--- src/rtl/motor_drive_pkg.sv ---
// motor_drive_pkg - shared channel state encoding and default constants for the soft-start PWM drive.
// Rev 1.0
`default_nettype none

package motor_drive_pkg;

  localparam int PWM_BITS_DEF  = 6;
  localparam int RAMP_STEP_DEF = 8;
  localparam int RAMP_DIV_DEF  = 4;

  typedef enum logic [3:0] {
    CH_OFF       = 4'b0001,
    CH_RAMP_UP   = 4'b0010,
    CH_FULL      = 4'b0100,
    CH_RAMP_DOWN = 4'b1000
  } ch_state_t;

  function automatic int duty_max(input int bits);
    return (1 << bits) - 1;
  endfunction

endpackage

`default_nettype wire

--- src/rtl/motor_ramp_channel.sv ---
// motor_ramp_channel - one soft-start channel: ramp FSM, duty register, PWM compare, at-speed flag.
// Rev 1.0
`default_nettype none

module motor_ramp_channel
  import motor_drive_pkg::*;
#(
  parameter int PWM_BITS  = PWM_BITS_DEF,
  parameter int RAMP_STEP = RAMP_STEP_DEF
) (
  input  logic                CLK,
  input  logic                reset,
  input  logic                estop,
  input  logic                req,
  input  logic                tick,
  input  logic [PWM_BITS-1:0] cnt,
  output logic                pwm,
  output logic [PWM_BITS-1:0] duty,
  output logic                at_speed,
  output logic                ramping_next
);

  localparam logic [PWM_BITS-1:0] DUTY_MAX = PWM_BITS'(duty_max(PWM_BITS));
  localparam logic [PWM_BITS:0]   STEP     = (PWM_BITS+1)'(RAMP_STEP);

  ch_state_t           state;
  ch_state_t           state_n;
  logic [PWM_BITS-1:0] duty_n;
  logic [PWM_BITS:0]   up_sum;
  logic [PWM_BITS-1:0] up_sat;
  logic [PWM_BITS-1:0] down_sat;

  // One extra bit on the way up so the saturation check sees the carry.
  assign up_sum   = {1'b0, duty} + STEP;
  assign up_sat   = (up_sum > {1'b0, DUTY_MAX}) ? DUTY_MAX : up_sum[PWM_BITS-1:0];
  assign down_sat = ({1'b0, duty} <= STEP) ? '0 : (duty - STEP[PWM_BITS-1:0]);

  always_comb begin
    state_n = state;
    duty_n  = duty;
    case (state)
      CH_OFF: begin
        duty_n = '0;
        if (req) state_n = CH_RAMP_UP;
      end
      CH_RAMP_UP: begin
        if (!req)                  state_n = CH_RAMP_DOWN;
        else if (duty == DUTY_MAX) state_n = CH_FULL;
        else if (tick)             duty_n  = up_sat;
      end
      CH_FULL: begin
        duty_n = DUTY_MAX;
        if (!req) state_n = CH_RAMP_DOWN;
      end
      CH_RAMP_DOWN: begin
        if (req)             state_n = CH_RAMP_UP;
        else if (duty == '0) state_n = CH_OFF;
        else if (tick)       duty_n  = down_sat;
      end
      default: begin
        state_n = CH_OFF;
        duty_n  = '0;
      end
    endcase
    if (estop) begin
      state_n = CH_OFF;
      duty_n  = '0;
    end
  end

  assign ramping_next = (state_n == CH_RAMP_UP) || (state_n == CH_RAMP_DOWN);

  always_ff @(posedge CLK) begin
    if (reset) begin
      state    <= CH_OFF;
      duty     <= '0;
      pwm      <= 1'b0;
      at_speed <= 1'b0;
    end else begin
      state    <= state_n;
      duty     <= duty_n;
      at_speed <= (state_n == CH_FULL);
      // Full duty holds the pin high across the counter wrap instead of dropping for one count.
      pwm      <= !estop && ((duty == DUTY_MAX) || (cnt < duty));
    end
  end

endmodule

`default_nettype wire

--- src/rtl/motor_softstart_pwm.sv ---
// motor_softstart_pwm - two soft-started PWM motor drives sharing one PWM counter and ramp prescaler.
// Rev 1.0
`default_nettype none

module motor_softstart_pwm
  import motor_drive_pkg::*;
#(
  parameter int PWM_BITS  = PWM_BITS_DEF,
  parameter int RAMP_STEP = RAMP_STEP_DEF,
  parameter int RAMP_DIV  = RAMP_DIV_DEF
) (
  input  logic                CLK,
  input  logic                reset,
  input  logic                MOTOR1,
  input  logic                MOTOR2,
  input  logic                ESTOP,
  output logic                PWM1,
  output logic                PWM2,
  output logic [PWM_BITS-1:0] DUTY1,
  output logic [PWM_BITS-1:0] DUTY2,
  output logic                AT_SPEED1,
  output logic                AT_SPEED2,
  output logic                BUSY
);

  localparam int              PRE_W    = (RAMP_DIV > 1) ? $clog2(RAMP_DIV) : 1;
  localparam logic [PRE_W-1:0] PRE_LAST = PRE_W'(RAMP_DIV - 1);

  logic [PWM_BITS-1:0] cnt;
  logic [PRE_W-1:0]    pre;
  logic                tick;
  logic                ramping1;
  logic                ramping2;

  assign tick = (pre == PRE_LAST);

  always_ff @(posedge CLK) begin
    if (reset) begin
      cnt  <= '0;
      pre  <= '0;
      BUSY <= 1'b0;
    end else begin
      cnt  <= cnt + 1'b1;
      pre  <= tick ? '0 : pre + 1'b1;
      BUSY <= ramping1 | ramping2;
    end
  end

  motor_ramp_channel #(
    .PWM_BITS  (PWM_BITS),
    .RAMP_STEP (RAMP_STEP)
  ) u_ch1 (
    .CLK          (CLK),
    .reset        (reset),
    .estop        (ESTOP),
    .req          (MOTOR1),
    .tick         (tick),
    .cnt          (cnt),
    .pwm          (PWM1),
    .duty         (DUTY1),
    .at_speed     (AT_SPEED1),
    .ramping_next (ramping1)
  );

  motor_ramp_channel #(
    .PWM_BITS  (PWM_BITS),
    .RAMP_STEP (RAMP_STEP)
  ) u_ch2 (
    .CLK          (CLK),
    .reset        (reset),
    .estop        (ESTOP),
    .req          (MOTOR2),
    .tick         (tick),
    .cnt          (cnt),
    .pwm          (PWM2),
    .duty         (DUTY2),
    .at_speed     (AT_SPEED2),
    .ramping_next (ramping2)
  );

endmodule

`default_nettype wire

--- config.mk ---
export PLATFORM = sky130hd
export DESIGN_NAME = motor_softstart_pwm
export DESIGN_NICKNAME = d
export VERILOG_FILES = /design/src/rtl/motor_drive_pkg.sv /design/src/rtl/motor_ramp_channel.sv /design/src/rtl/motor_softstart_pwm.sv
export SDC_FILE = /design/constraint.sdc
export NUM_CORES = 1
export LEC_CHECK = 0
export ABC_AREA = 1
export ABC_CLOCK_PERIOD_IN_PS = 1490
export CAP_MARGIN = 25
export CORE_UTILIZATION = 52
export CTS_BUF_LIST = sky130_fd_sc_hd__clkbuf_2
export DETAILED_ROUTE_END_ITERATION = 10
export GPL_ROUTABILITY_DRIVEN = 0
export PLACE_DENSITY_LB_ADDON = 0.15
export SETUP_SLACK_MARGIN = 0.1
export SKIP_CTS_REPAIR_TIMING = 1
export SYNTH_ARGS = -nofsm -noshare
export SYNTH_HDL_FRONTEND = slang
export SYNTH_SLANG_ARGS = --single-unit
export TNS_END_PERCENT = 1
--- constraint.sdc ---
create_clock -name CLK -period 1.49 [get_ports CLK]
set_input_delay 0.3725 -clock CLK [delete_from_list [all_inputs] [get_ports CLK]]
set_output_delay 0.3725 -clock CLK [all_outputs]
set_load 0.005 [all_outputs]
After elaboration in Yosys (flattened, before gate mapping). Index checks and enable logic that the tools add are counted. W data, S select, Z words.

Bits in registers: 33. Bits of input ports: 5. Output and inout bits: 17. Logic and storage cells: 100.

$add $sub $neg: 6. $lt $le $gt $ge: 6. Eq/ne operators: 29. Multiplexer cells: 34. Bitwise logic cells: 1. Reduce and logical (&&, ||, !) cells: 13.

Operator list (number): $mux W6 (16); $mux W4 (14); $pmux W6 S3 (2); $pmux W4 S4 (2); $ne A2 B2 Y1 const B (12); $eq A4 B2 Y1 const B (4); $eq A4 B3 Y1 const B (4); $eq A4 B4 Y1 const B (4); $add A6 B4 Y7 const B (2); $gt A7 B6 Y1 const B (2); $eq A6 B6 Y1 const B (2); $le A6 B4 Y1 const B (2); $logic_not A6 Y1 (2); $lt A6 B6 Y1 (2); $reduce_and A6 Y1 (2); $sub A6 B4 Y6 const B (2); $eq A4 B1 Y1 const B (2); $add A6 B1 Y6 const B (1); $logic_or A1 B1 Y1 (4); $reduce_or A2 Y1 (2); $add A2 B1 Y2 const B (1); $eq A2 B2 Y1 const B (1); $logic_and A1 B1 Y1 (2); $logic_not A1 Y1 (1); $or A1 B1 Y1 (1).

Longest topological paths before layout.
Depth after elaboration: 8. Mapped depth: 12. Gate-level depth less buffers: 12.

By module. A second synthesis with hierarchy kept.

Cell total of the unflattened synthesis: 309. Area total of the unflattened synthesis: 2077.0 um^2.

By module, submodules not included: motor_ramp_channel (times used 2, cells an instance 134, area an instance 867.1 um^2, seq. area each 200.2 um^2); motor_softstart_pwm (times used 1, cells an instance 41, area an instance 342.8 um^2, seq. area each 180.2 um^2).

Least setup slack after synthesis. No wires, ideal clock.

Kind: flip-flop to flip-flop. From: register u_ch2.duty[3]. To: register u_ch2.duty[1]. Library setup time: 113 ps. Data arrival time: 1399 ps. Required time: 1377 ps. Slack: -22 ps. Stages on the path, launching flop included: 11. Buffers on the path: 0. Clock period less this slack: 1512 ps. Cell sequence: dfxtp_1 > inv_1 > ha_1 > a21oi_1 > nand2_1 > nand3_1 > nand2_1 > nor2_1 > nand2_1 > nand2_1 > nor2_1.

Cells in the longest elaborated chain, start to end: 7. Elaborated cells between the ends (all ways): 17. Classes of those cells: add/sub: 1; order compare: 2; eq/ne: 3; mux: 9; reduce/logical: 2.

Ends and longest elaborated chain: start: declaration (RTL line motor_ramp_channel.sv:18) `output logic [PWM_BITS-1:0] duty,`; start signal: assignment (RTL line motor_ramp_channel.sv:81) `duty <= duty_n;`; $add A6 B4 Y7 (RTL line motor_ramp_channel.sv:34) `assign up_sum = {1'b0, duty} + STEP;`; $gt A7 B6 Y1 (RTL line motor_ramp_channel.sv:35) `assign up_sat = (up_sum > {1'b0, DUTY_MAX}) ? DUTY_MAX : up_sum[PWM_BITS-1:0];`; $mux W6 (RTL line motor_ramp_channel.sv:35); $mux W6 (RTL line motor_ramp_channel.sv:49) `else if (tick) duty_n = up_sat;`; $mux W6 (RTL line motor_ramp_channel.sv:48) `else if (duty == DUTY_MAX) state_n = CH_FULL;`; $mux W6 (RTL line motor_ramp_channel.sv:47) `if (!req) state_n = CH_RAMP_DOWN;`; $pmux W6 S3 (RTL line motor_ramp_channel.sv:41) `case (state)`.

Parallel ways exist; a longest one is shown, timed or not. The select of a mux whose other input is x is not followed. A chain may end at the register's enable or synchronous reset.

Final worst setup path.
From: register u_ch1.duty[3]. To: register u_ch1.duty[3].

Cells in the longest elaborated chain, start to end: 7. Elaborated cells between the ends (all ways): 18. Classes of those cells: add/sub: 2; order compare: 2; eq/ne: 3; mux: 9; reduce/logical: 2.

Ends and longest elaborated chain (RTL line): start: declaration (motor_ramp_channel.sv:18); start signal: assignment (motor_ramp_channel.sv:81); $add A6 B4 Y7 (motor_ramp_channel.sv:34); $gt A7 B6 Y1 (motor_ramp_channel.sv:35); $mux W6 (motor_ramp_channel.sv:35); $mux W6 (motor_ramp_channel.sv:49); $mux W6 (motor_ramp_channel.sv:48); $mux W6 (motor_ramp_channel.sv:47); $pmux W6 S3 (motor_ramp_channel.sv:41).

Parallel ways exist; a longest one is shown, timed or not. The select of a mux whose other input is x is not followed.

==> metrics.md <==
| Metric | Value |
|---|---|
| Gr ovfl total | 0 |
| Slew margin rel. | a little over four fifths |
| FP Rows | 21 |
| Outcome | complete, no violations |
| Max Clock Freq | 683 MHz |
| CTS tree | done |
| Final min period | 1.46 ns |
| Die W | 62.8 um |
| Sequential area share after synthesis | 30.2% |
| Final Instance Area | 2440 um2 |
| CP startpoint kind | flip-flop |
| Post-synth cell types | 35 |
| Initial Util | around 56% |
| Avg Cell Area, Syn | 7.20 um2 |
| Lkg Pwr | 1.42 nW |
| Arrival time worst endpoint | 1.76 ns |
| Core region area | 3440 um2 |
| Worst Setup End Kind | flip-flop |
| Synth Net Count | 290 |
| Area after DPL | ~2300 um2 |
| Vias in the first global route | 1567 |
| Post-synth top area share | 30.2% |
| Setup WS pre-CTS | -0.107 ns |
| DR WL/cell | 11.5 um |
| Area growth syn-to-layout | 27.0% |
| Final setup violation count | 0 |
| Initial DRC Count | 98 |
| Final clock skew | 0.0104 ns |
| Worst EP required | ~1.8 ns |
| VDD IR max | 0.528 mV |
| Die area | 3940 um2 |
| Critical path peak fanout | 5 |
| Largest net degree at the start of global routing | 11 |
| Worst Tran Pin Value | 0.245 ns |
| Nets | 329 |
| Hold slack | 0.455 ns |
| Final WL | ~4000 um |
| Slew Limit Fails | 0 |
| Port bufs | 21 |
| Num Clock Sinks | 29 |
| # DRC | 0 |
| H-tree level count | 2 |
| DRT Pass-1 Iters | 4 |
| Synth area leaders | dfxtp_1 (30%), ha_1 (12%), nand2_1 (11%) |
| Initial antenna violation count | 0 |
| Area leader, netlist | dfxtp_1 |
| Hold Vio Cnt, Final | 0 |
| Max Buffers Root-to-Sink | 2 |
| Number of synthesized flops with an enable pin | 0 |
| Post-synthesis async set-or-reset flop share | 0% |
| # IOs | 22 |
| Synth Register Bits | 29 |
| Clock latency on the worst-skew pair | about 0.35 ns |
| Max-cap violations | 0 |
| Worst hold path type | reg -> reg |
| Vias per cell | 4.97 |
| Total CTS buffers | 5 |
| Final Power | 1.38 mW |
| Primary FF master, synth | dfxtp_1 |
| Commonest cells post-synth | nand2_1 (58), dfxtp_1 (29), inv_1 (27) |
| Post-Route Utilization | between 70% and 80% |
| Mapped Cells | ~270 |
| Synthesized cell area | 1920 um2 |
| Root Buffer | clkbuf_2 |
| Antenna diode count | 0 |
| Worst-path clk slew | 0.15 ns |
| Share of layout cells above drive strength 1 | 25.7% |
| Via count | 1756 |
| Antenna-violating nets left | 0 |
| Most used standard cell by instance count after synthesis | nand2_1 |
| Placed wire-length estimate | slightly above 3000 um |
| Setup CP Type | reg -> reg |
| Dpl cells | around 340 |
| Setup TNS | 0 ns |
| GRT Util Overall | 22.1% |
| Final setup slack of the worst path | 0.0259 ns |
| Chip height | between 60 and 70 um |
| Tcrit/Tclk final | a little over nine tenths |
| Pwr per Cell Area | approximately 560 nW/um2 |
| Post-route insts no fill | 353 |
| RSZ-0062 raised after global routing | yes |
| First-pass GRT wire length | 7020 um |
| Ys Warns | 0 |
| Worst reg-to-reg setup slack | 0.03 ns |
## placed cells by master, fill, tap and decap left out, types with 3 or more instances in the layout
cell type | netlist | routed
dfxtp_2 | 0 | 6
nand2_2 | 4 | 5
ha_1 | 18 | 16
a21oi_1 | 21 | 18
nor2_4 | 2 | 3
dfxtp_4 | 0 | 6
nand3_1 | 20 | 20
nand3_2 | 5 | 5
dfxtp_1 | 29 | 17
o21ai_0 | 6 | 6
dlymetal6s2s_1 | 0 | 17
nor3_1 | 6 | 6
nand2_1 | 58 | 57
nand4_1 | 7 | 7
inv_1 | 27 | 26
buf_4 | 5 | 19
clkbuf_2 | 0 | 5
o21ai_1 | 5 | 5
nor2_1 | 15 | 15
a21oi_2 | 1 | 4
clkdlybuf4s50_1 | 0 | 4
inv_2 | 12 | 12
## cell families after synthesis
logic type	Yosys count	share of synthesized area [%]
AND/OR/NAND/NOR	127	33.2
buffers and inverters	47	10.6
AO/OA/AOI/OAI	43	12.9
flip-flops	29	30.2
adder cells (fa/ha/maj)	18	11.7
XOR/XNOR	3	1.37
## sequential cells by signal, indices dropped and copies added, names as in the netlist
name / flops
u_ch2.pwm: 1
u_ch1.duty: 4
u_ch2.at_speed: 1
u_ch1.state: 4
u_ch1.pwm: 1
BUSY: 1
u_ch2.duty: 4
u_ch2.state: 4
pre: 2
cnt: 6
u_ch1.at_speed: 1
## path summary, 6_finish.rpt
kind / start / end / cells past startpoint
max: u_ch1.duty[3] / u_ch1.duty[3] / 13
min: pre[0] / pre[0] / 1
max reg2reg: u_ch1.duty[3] / u_ch1.duty[3] / 13
min reg2reg: pre[0] / pre[0] / 1
## critical path, cell delays in order, from the launching register on
cell and delay, ns:
dfxtp_4 0.39, buf_4 0.15, inv_2 0.08, ha_1 0.15, nand2_1 0.05, inv_1 0.05
nand3_1 0.07, nand2_1 0.07, nand2_1 0.08, nand2_1 0.07, nand2_1 0.04, nand2_1 0.05
nand2_1 0.06, a21oi_2 0.10
## power breakdown
part           total [mW]  internal (mW)  switching [mW]
Combinational       0.173         0.0855          0.0877
Clock               0.394          0.110           0.284
Sequential          0.811          0.791          0.0198
Total                1.38          0.986           0.392
## area by class of cell
class                   count  area [um2]
inverters                  39         149
fillers                   296        1000
clock inverters             3        17.5
multi-input cells         191        1190
flip-flops and latches     29         611
repair buffers             40         395
well taps                  46        57.6
clock buffers               5        25.0
## per-layer routing
layer	share of wire, %	global-route usage [%]
met4	0.91	5.23
met3	4.8	5.11
met2	43	32.2
met1	51	32.6
met5	0	0
(Power assumes the default switching activity.)
